<file path="config.mk">
export PLATFORM = sky130hd
export DESIGN_NAME = sync_fifo_param
export DESIGN_NICKNAME = d
export VERILOG_FILES = /design/src/rtl/sync_fifo_param.sv
export SDC_FILE = /design/constraint.sdc
export NUM_CORES = 1
export LEC_CHECK = 0
export BUFFER_PORTS_ARGS = -buffer_cell sky130_fd_sc_hd__clkbuf_2
export CELL_PAD_IN_SITES_DETAIL_PLACEMENT = 2
export CELL_PAD_IN_SITES_GLOBAL_PLACEMENT = 2
export CORE_MARGIN = 4
export CORE_UTILIZATION = 51
export CTS_CLUSTER_SIZE = 20
export DETAILED_ROUTE_END_ITERATION = 7
export PLACE_DENSITY_LB_ADDON = 0.1
export SYNTH_ARGS = -nofsm -noshare
export SYNTH_HDL_FRONTEND = slang
export SYNTH_SLANG_ARGS = --single-unit
</file>
<file path="constraint.sdc">
create_clock -name clk -period 4.17 [get_ports clk]
set_input_delay 0.834 -clock clk [delete_from_list [all_inputs] [get_ports clk]]
set_output_delay 0.834 -clock clk [all_outputs]
set_load 0.005 [all_outputs]
</file>
<file path="src/rtl/sync_fifo_param.sv">
// Parametrised single-clock FIFO with occupancy count, programmable almost flags,
// overflow/underflow pulses, synchronous flush and optional first-word-fall-through reads.
module sync_fifo_param #(
    parameter int unsigned DATA_W   = 8,
    parameter int unsigned DEPTH    = 16,
    parameter int unsigned AF_LEVEL = 12,
    parameter int unsigned AE_LEVEL = 4,
    parameter int unsigned FWFT     = 0,
    localparam int unsigned ADDR_W  = $clog2(DEPTH)
) (
    input  logic              clk,
    input  logic              rst_n,
    input  logic              clr,
    input  logic              wr_en,
    input  logic [DATA_W-1:0] din,
    input  logic              rd_en,
    output logic [DATA_W-1:0] dout,
    output logic              full,
    output logic              empty,
    output logic              almost_full,
    output logic              almost_empty,
    output logic [ADDR_W:0]   count,
    output logic              overflow,
    output logic              underflow
);

    localparam logic [ADDR_W:0] AF_CNT = AF_LEVEL[ADDR_W:0];
    localparam logic [ADDR_W:0] AE_CNT = AE_LEVEL[ADDR_W:0];

    logic [DATA_W-1:0] mem [DEPTH];
    logic [ADDR_W:0]   wr_ptr;
    logic [ADDR_W:0]   rd_ptr;
    logic [ADDR_W:0]   cnt_q;
    logic [ADDR_W:0]   cnt_d;
    logic [ADDR_W-1:0] wr_addr;
    logic [ADDR_W-1:0] rd_addr;
    logic              wr_acc;
    logic              rd_acc;
    logic              ovf_q;
    logic              udf_q;

    assign wr_addr = wr_ptr[ADDR_W-1:0];
    assign rd_addr = rd_ptr[ADDR_W-1:0];

    // Decisions use pre-edge flags only: no write-through when empty, no read-through when full.
    assign full   = (wr_addr == rd_addr) && (wr_ptr[ADDR_W] != rd_ptr[ADDR_W]);
    assign empty  = (wr_ptr == rd_ptr);
    assign wr_acc = wr_en && !full && !clr;
    assign rd_acc = rd_en && !empty && !clr;

    assign almost_full  = (cnt_q >= AF_CNT);
    assign almost_empty = (cnt_q <= AE_CNT);
    assign count        = cnt_q;
    assign overflow     = ovf_q;
    assign underflow    = udf_q;

    always_comb begin
        cnt_d = cnt_q;
        unique case ({wr_acc, rd_acc})
            2'b10:   cnt_d = cnt_q + 1'b1;
            2'b01:   cnt_d = cnt_q - 1'b1;
            default: cnt_d = cnt_q;
        endcase
    end

    always_ff @(posedge clk or negedge rst_n) begin
        if (!rst_n) begin
            wr_ptr <= '0;
            rd_ptr <= '0;
            cnt_q  <= '0;
            ovf_q  <= 1'b0;
            udf_q  <= 1'b0;
        end else if (clr) begin
            wr_ptr <= '0;
            rd_ptr <= '0;
            cnt_q  <= '0;
            ovf_q  <= 1'b0;
            udf_q  <= 1'b0;
        end else begin
            if (wr_acc) wr_ptr <= wr_ptr + 1'b1;
            if (rd_acc) rd_ptr <= rd_ptr + 1'b1;
            cnt_q <= cnt_d;
            ovf_q <= wr_en && full;
            udf_q <= rd_en && empty;
        end
    end

    // Storage is deliberately left unreset.
    always_ff @(posedge clk) begin
        if (wr_acc) mem[wr_addr] <= din;
    end

    if (FWFT != 0) begin : g_fwft
        assign dout = mem[rd_addr];
    end else begin : g_std
        logic [DATA_W-1:0] dout_q;

        always_ff @(posedge clk or negedge rst_n) begin
            if (!rst_n) begin
                dout_q <= '0;
            end else if (rd_acc) begin
                dout_q <= mem[rd_addr];
            end
        end

        assign dout = dout_q;
    end

endmodule

</file>
==> results of run 1 <==
==> stage by stage <==
stage	instance area, µm²	hold WS, ps	std cells	worst slack, ps
floorplan	6360	505	328	1200
global placement	6760	494	533	948
detailed placement	6760	496	533	834
CTS	7310	461	565	1110
global route	7310	483	565	938
finish	7310	445	565	1120
==> routing by layer <==
metal / GRT usage (%) / vias to the layer above
li1: - / 1421
met1: 33.4 / 1800
met2: 44.9 / 114
met3: 5.61 / 20
met4: 7.09 / 0
met5: 0 / -
==> logic make-up (layout without fill, tap and decap cells) <==
| logic type | Yosys count | after routing | synth area share, % |
|---|---|---|---|
| and+or+nand+nor | 60 | 60 | 4.49 |
| buffers and inverters | 21 | 90 | 2.15 |
| DFF | 153 | 153 | 70.3 |
| muxes | 50 | 50 | 16.8 |
| xor gates and xnor gates | 16 | 16 | 2.20 |
| adders and majority gates | 9 | 9 | 1.89 |
| AOI/OAI and AO/OA | 19 | 19 | 2.13 |
==> cell usage in the layout (no fill, tap or decap), types with 2 or more instances in the layout <==
| cell | n |
|---|---|
| nand2_1 | 12 |
| a21oi_1 | 5 |
| edfxtp_1 | 128 |
| clkbuf_2 | 31 |
| clkbuf_16 | 17 |
| nand2b_1 | 3 |
| ha_1 | 8 |
| o31ai_1 | 3 |
| dfrtp_1 | 24 |
| nor2_1 | 25 |
| mux2_4 | 4 |
| mux4_1 | 11 |
| a21o_1 | 4 |
| xnor2_1 | 7 |
| mux4_2 | 29 |
| inv_1 | 7 |
| o21ai_0 | 2 |
| clkinv_1 | 3 |
| mux2_2 | 4 |
| inv_6 | 4 |
| buf_4 | 20 |
| clkinvlp_4 | 4 |
| xor2_1 | 9 |
| clkinv_2 | 3 |
| nand4_1 | 4 |
| nor3_1 | 8 |
==> worst max-delay path: cells and delay by family (launching register included) <==
kind / cells / cell delay (ps)
DFF: 1 / 370
and+or+nand+nor: 2 / 400
buffers and inverters: 2 / 370
xor gates and xnor gates: 2 / 420
AOI/OAI and AO/OA: 3 / 650
adders and majority gates: 1 / 340
muxes: 1 / 380
==> cell usage after synthesis <==
master	count	share of area [%]
and4_1	1	0.14
mux4_2	29	10
mux2i_2	1	0.22
nand4_1	4	0.39
nand2_1	12	0.71
xnor2_1	7	0.96
a211o_1	1	0.14
clkbuf_1	2	0.12
o31ai_1	3	0.35
mux2i_1	1	0.16
mux4_1	11	4.5
or3_1	1	0.098
nor2_2	1	0.098
nand2b_1	3	0.30
mux2_4	4	0.94
nor4b_2	1	0.24
a31oi_2	1	0.20
edfxtp_1	128	60
nor3_1	8	0.63
buf_8	1	0.24
buf_2	6	0.47
fa_1	1	0.31
o21ai_0	2	0.16
a21o_1	4	0.47
xor2_1	9	1.2
buf_12	1	0.31
a21boi_2	1	0.18
or2_2	1	0.098
or2b_1	1	0.12
nor2_1	25	1.5
clkbuf_4	1	0.12
mux2_2	4	0.71
nor3b_1	1	0.12
a21oi_1	5	0.39
buf_4	1	0.12
ha_1	8	1.6
dfrtp_1	25	9.8
inv_1	7	0.41
nand3_1	1	0.079
o21a_1	1	0.12
o211ai_1	1	0.12
buf_6	2	0.35
==> power by group <==
group / total (µW) / internal, µW / switching [µW]
logic: 577 / 290 / 287
registers: 1800 / 1730 / 66.9
clock network: 1440 / 816 / 628
total: 3820 / 2830 / 982
==> sequential cells by signal, summed over array words and instances, names as in the netlist <==
register and count:
underflow 1, wr_ptr 5, mem 128, overflow 1
count 5, rd_ptr 5, dout 8
==> worst paths after layout <==
check                           from   endpoint  slack (ps)
min reg2reg                  dout[1]    dout[1]         510
max reg2reg                rd_ptr[2]   count[4]        1120
min in group clk             dout[1]    dout[1]         510
max in group asynchronous      rst_n  rd_ptr[0]        3210
max                        rd_ptr[2]   count[4]        1120
min                            rst_n    dout[7]         440
==> area by class of cell <==
class | instances | area (µm²)
Timing Repair Buffer | 51 | 305
Fill cell | 1024 | 4800
Clock buffer | 17 | 425
Multi-Input combinational cell | 154 | 1750
Inverter | 7 | 26.3
Tap cell | 168 | 210
Clock inverter | 15 | 121
Sequential cell | 153 | 4470
==> metrics, run 1 <==
Mapped Area 6360 µm²; DR vias/cell 5.94; layout cells sized above 1 31.2%; met2 wire len 9160 µm; crit-path cells buf_4, xnor2_1, nand4_1, mux2i_2, inv_1, ha_1, a21o_1, a21oi_1, xor2_1, nor3b_1, a211o_1; quantity of hold-fixing buffers added after cts 0; post-route setup TNS 0 ps; first drt pass iteration count 5; Max-Slew Margin vs Limit 51.8%; status completed; Ant. Diodes 0; die width 120 µm; average size of a mapped cell 19.4 µm²; HPWL after DPL 10100 µm; Routed met3 length 757 µm; Root Buffer clkbuf_16; Num CTS Buffers 17; cell count after synthesis 328; fin nets 406; peak supply drop 0.336 mV; crit start category flip-flop; CP Max Fanout 12; Total Routed Length 17100 µm; Avg WL per Cell 30.2 µm; CTS tree built; Mapped Nets 350; synth warn 0; fin crit period 3050 ps; R2R cell count 11; Sink Count 153; Site Rows 40; final worst-path cycle share 73.1%; first-pass GRT wire length 25700 µm; CTS resizes 0; Hold Path Class primary input to async pin; worst-margin pin slew 723 ps; I/O Buffers 31; GR Overflow Total 0; Worst EP required 4490 ps; Post-CTS Setup Inserts 0; slowest stage delay, CP 380 ps; Layout area overhead 15.0%; slowest stage cell, crit path mux2i_2; met1 WL 6920 µm; Die Ht 120 µm; Total Power 3820 µW; unrepaired setup endpoints after global routing no; Die ar. 14300 µm²; max-slew violations 0; final setup fails 0; Top Ports 32; synthesized flop and latch total 153; RePlAce Congestion 0.766; Worst Clk Skew 9.53 ps; part of the Yosys area used for sequential elements 70.3%; Setup CP Type flip-flop to flip-flop; drt initial violations 293; H-tree levels 4; antenna-violating nets left 0; post-synth cell types 42; initial antenna violation count 0; clock buffer depth 2; crit path capture type flip-flop; vias in the first global route 3826; Clk Latency, worst-skew pair 440 ps; fin util 60.4%; DR vias 3355; total core area 12100 µm²; residual DRC count 0; Pwr Density 522 nW/µm²; Arrival @ worst endpoint 3370 ps; Max Freq 328 MHz; Final Hold Fails 0; uppermost layer routed met4; maximum capacitance violations 0; Total GRT Usage 25.9%; Initial Utilization 52.5%; pin count of the biggest net entering global routing 36; Worst-path clk slew 70 ps; LEAKAGE 0.00258 µW
(Power assumes the default switching activity.)
==> run 2, diff against run 1 <==
CORE_UTILIZATION = 43   (was 51)
clock period = 2.56 ns   (was 4.17 ns; I/O delays follow)
==> run 2 against run 1 <==
  * Worst hold slack worse by 300 ps
  * Critical path depth stayed put
  * Final area up 4.5%
  * Clock skew down 2.3 ps
  * Global-route usage shrank 4.7 points
  * Register-to-register slack got worse by 1100 ps
  * Non-clock buffer count increased by 30
  * Sequential cell count did not move
  * Sequential share of layout area is 2.6 points lower
  * Combinational power up 72%
  * Sequential power up 62%
  * Setup slack worse by 1100 ps
  * Critical path type unchanged
  * Highest routed layer unchanged
==> metrics, run 2 (same netlist as run 1, synthesis figures left out) <==
Sink Count 153; first-pass GRT wire length 24800 µm; Combinational Power Share 15.6%; LEAKAGE 0.00276 µW; clock buffer depth 2; Num CTS Buffers 17; max-slew violations 0; Die ar. 16800 µm²; Final Hold Fails 0; Clk Latency, worst-skew pair 420 ps; crit start category flip-flop; slowest stage delay, CP 420 ps; antenna-violating nets left 0; Root Buffer clkbuf_16; HPWL after DPL 10900 µm; fin util 52.6%; Placed Area 7020 µm²; Hold Path Class primary input to async pin; Worst EP required 2870 ps; fin crit period 2500 ps; layout cells sized above 1 37.7%; pin count of the biggest net entering global routing 36; Worst Clk Skew 7.27 ps; unrepaired setup endpoints after global routing yes; final worst-path cycle share 97.6%; slowest stage cell, crit path dfrtp_1; Worst path top cell family by delay flip-flops; maximum capacitance violations 0; quantity of hold-fixing buffers added after cts 0; internal power 4780 µW; status completed; most common cell after layout, fill and taps aside edfxtp_1; peak supply drop 0.400 mV; commonest non-fill, non-tap cells in the layout 128 x edfxtp_1, 49 x buf_4, 31 x clkbuf_2; Placed Instances 577; initial antenna violation count 1; DR vias/cell 5.59; Final Instance Area 7640 µm²; Total Routed Length 16500 µm; CP Buf/Inv Count 2; GR Overflow Total 0; Site Rows 44; vias in the first global route 3848; Clk pwr share 38.6%; H-tree levels 4; Largest Register mem; I/O Buffers 31; worst-margin pin slew 756 ps; worst hold margin 141 ps; die width 130 µm; register share of total power 45.8%; Avg WL per Cell 26.9 µm; Total GRT Usage 21.2%; Pwr Density 834 nW/µm²; crit-path cells xnor2_1, nand4_1, mux2i_2, buf_4, fa_1, inv_1, a21o_1, a21oi_1, xor2_1, nor4b_2, a211o_1; max reg flops 128; CTS tree built; Die Ht 130 µm; first drt pass iteration count 4; Total Power 6370 µW; final setup fails 0; fin nets 436; Top Ports 32; Max Freq 400 MHz; Psw 1590 µW; RePlAce Congestion 0.786; residual DRC count 0; drt initial violations 175; crit path capture type flip-flop; Layout area overhead 20.2%; total core area 14500 µm²; switching portion of total power 25.0%; final non-filler cell total 612; Initial Utilization 43.7%; Arrival @ worst endpoint 2810 ps; CP Max Fanout 2; Max-Slew Margin vs Limit 49.5%; DR vias 3419; Worst-path clk slew 60 ps; Setup CP Type flip-flop to flip-flop
==> run 2: changes by cell type in the layout (fill, tap and decap cells not counted), sizes merged <==
cell	previous run	this run
buf	20	50
clkinv	6	1
clkbuf	48	50
clkinvlp	4	6
bufinv	1	2
diode	0	1
==> run 2: worst paths after layout <==
kind	endpoint	cells after the start	start	slack, ps
max	count[4]	11	rd_ptr[2]	60
min	dout[7]	1	rst_n	140
max reg2reg	count[4]	11	rd_ptr[2]	60
min reg2reg	dout[2]	1	dout[2]	500
max in group asynchronous	rd_ptr[0]	1	rst_n	1890
min in group clk	overflow	3	wr_en	440
==> run 2: power groups by stage <==
stage | registers [µW] | clock network [µW] | logic (µW)
6_report | 2920 | 2460 | 992
5_1_grt | 2940 | 2640 | 1090
4_1_cts | 2920 | 2520 | 1020
3_5_place_dp | 2970 | 0 | 997
3_3_place_gp | 2960 | 0 | 969
2_1_floorplan | 2950 | 0 | 660
==> run 2: cell type report <==
cell class / instances / area (µm²)
Antenna cell: 1 / 2.50
Clock buffer: 19 / 433
Clock inverter: 13 / 145
Fill cell: 1292 / 6890
Inverter: 7 / 26.3
Multi-Input combinational cell: 154 / 1790
Sequential cell: 153 / 4470
Tap cell: 184 / 230
Timing Repair Buffer: 81 / 543
==> run 2: timing repair <==
action | CTS | global route
gates cloned | 0 | 0
endpoints found under the setup margin | 9 | 17
buffers inserted | 2 | 0
gates resized for setup | 1 | 4
pin swaps | 0 | 2
==> run 2: routing by layer <==
metal	wire (µm)	up-vias	global-route usage, %
met2	8950	87	36.5
li1	-	1484	-
met4	268	0	7.76
met1	6630	1832	26.5
met3	617	16	4.66
met5	0	-	0
==> run 2: stage by stage <==
stage	setup slack, ps	TNS (ps)
finish	61.0	0
global route	-122	-122
CTS	41.6	0
detailed placement	-62.1	-399
global placement	71.8	0
floorplan	54.3	0
==> run 3, diff against run 2 <==
REMOVE_ABC_BUFFERS = 1   (was not set)
==> run 3 against run 2 <==
  * Non-clock buffer count is 16 lower
  * Sequential power hardly changed
  * Worst hold slack worse by 7.3 ps
  * Final area is 1.1% lower
  * Combinational power is 0.6% higher
  * Cell count is 2.8% lower
  * Sequential share of layout area is 0.67 points higher
  * Routed wire length is 8.5% lower
  * Highest routed layer unchanged
==> metrics, run 3 (same netlist as run 1, synthesis figures left out) <==
status completed; Worst EP required 2860 ps; first drt pass iteration count 4; Site Rows 44; vias in the first global route 3641; final worst-path cycle share 95.5%; Final Hold Fails 0; maximum capacitance violations 0; crit start category flip-flop; fin crit period 2450 ps; register share of total power 45.2%; initial antenna violation count 0; Initial Utilization 43.7%; CTS tree built; first-pass GRT wire length 23000 µm; Sink Count 153; Die Ht 130 µm; crit path capture type flip-flop; Ant. Diodes 0; worst-margin pin slew 701 ps; Worst Clk Skew 7.89 ps; Hold Path Class primary input to async pin; HPWL after DPL 9950 µm; Die ar. 16800 µm²; max-slew violations 0; Setup CP Type flip-flop to flip-flop; Max Freq 409 MHz; final setup fails 0; peak supply drop 0.527 mV; Max-Slew Margin vs Limit 53.3%; Combinational Power Share 15.5%; fin util 52.0%; Largest Register mem; GR Overflow Total 0; I/O Buffers 31; Clk pwr share 39.3%; RePlAce Congestion 0.736; Total GRT Usage 19.4%; Num CTS Buffers 17; internal power 4880 µW; antenna-violating nets left 0; commonest non-fill, non-tap cells in the layout 128 x edfxtp_1, 33 x buf_4, 31 x clkbuf_2; Top Ports 32; unrepaired setup endpoints after global routing no; Arrival @ worst endpoint 2740 ps; switching portion of total power 24.3%; Setup Slack @ Placement -126 ps; H-tree levels 4; Worst-path clk slew 60 ps; Layout area overhead 18.8%; LEAKAGE 0.00269 µW; Avg WL per Cell 25.3 µm; worst hold margin 134 ps; drt initial violations 223; Pwr Density 853 nW/µm²; DR vias 3300; Clk Latency, worst-skew pair 410 ps; Psw 1570 µW; setup ws final 114 ps; die width 130 µm; CP Max Fanout 27; most common cell after layout, fill and taps aside edfxtp_1; fin nets 420; max reg flops 128; clock buffer depth 2; quantity of hold-fixing buffers added after cts 0; layout cells sized above 1 35.5%; total core area 14500 µm²; Final Instance Area 7550 µm²; Root Buffer clkbuf_16; Placed Area 6890 µm²; Total Power 6450 µW; residual DRC count 0; Total Routed Length 15100 µm; DR vias/cell 5.55; pin count of the biggest net entering global routing 36
-- run 3: power by group through the flow --
| stage | Clock [µW] | Sequential (µW) | Combinational [µW] |
|---|---|---|---|
| after floorplan | 0 | 3020 | 519 |
| after global placement | 0 | 2950 | 971 |
| after detailed placement | 0 | 2960 | 994 |
| after CTS | 2600 | 2920 | 1020 |
| after global routing | 2710 | 2930 | 1090 |
| final | 2530 | 2920 | 998 |
-- run 3: repair_timing --
action | 4_1_cts | 5_1_grt
resized for setup | 5 | 3
pin swaps | 1 | 4
gates cloned | 0 | 0
setup buffers | 0 | 2
endpoints found under the setup margin | 1 | 1
-- run 3: worst max-delay path: stages, from the launching register on --
cell and delay [ps]:
dfrtp_2 390, buf_4 250, buf_12 260, mux4_1 640
mux4_2 500, mux2_4 270
-- run 3: per-layer routing --
metal	share of wire, %	vias up	wire, µm	global-route usage, %
met2	53	87	7940	32.7
met1	42	1751	6370	25.6
li1	-	1450	-	-
met3	4.0	12	609	3.46
met5	0	-	0	0
met4	0.99	0	149	6.23
-- run 3: area by class of cell --
cell class | count | area [µm²]
Timing Repair Buffer | 65 | 423
Clock buffer | 17 | 425
Inverter | 7 | 26.3
Multi-Input combinational cell | 154 | 1800
Fill cell | 1318 | 6980
Sequential cell | 153 | 4470
Clock inverter | 15 | 176
Tap cell | 184 | 230
-- run 3: final timing paths --
check                           startpoint   endpoint  slack (ps)  depth (start not counted)
worst min-delay path                 rst_n   overflow         130                          1
worst min register to register     dout[3]    dout[3]         510                          1
max in group asynchronous            rst_n  rd_ptr[0]        1940                          1
min in group clk                     wr_en   overflow         510                          4
worst max register to register   rd_ptr[0]    dout[0]         110                          5
worst max-delay path             rd_ptr[0]    dout[0]         110                          5
-- run 3: per-stage QoR --
stage,cells,TNS [ps]
2_1_floorplan,314,-72370
3_3_place_gp,561,-25.7
3_5_place_dp,561,-126
4_1_cts,593,0
5_1_grt,595,0
6_report,595,0
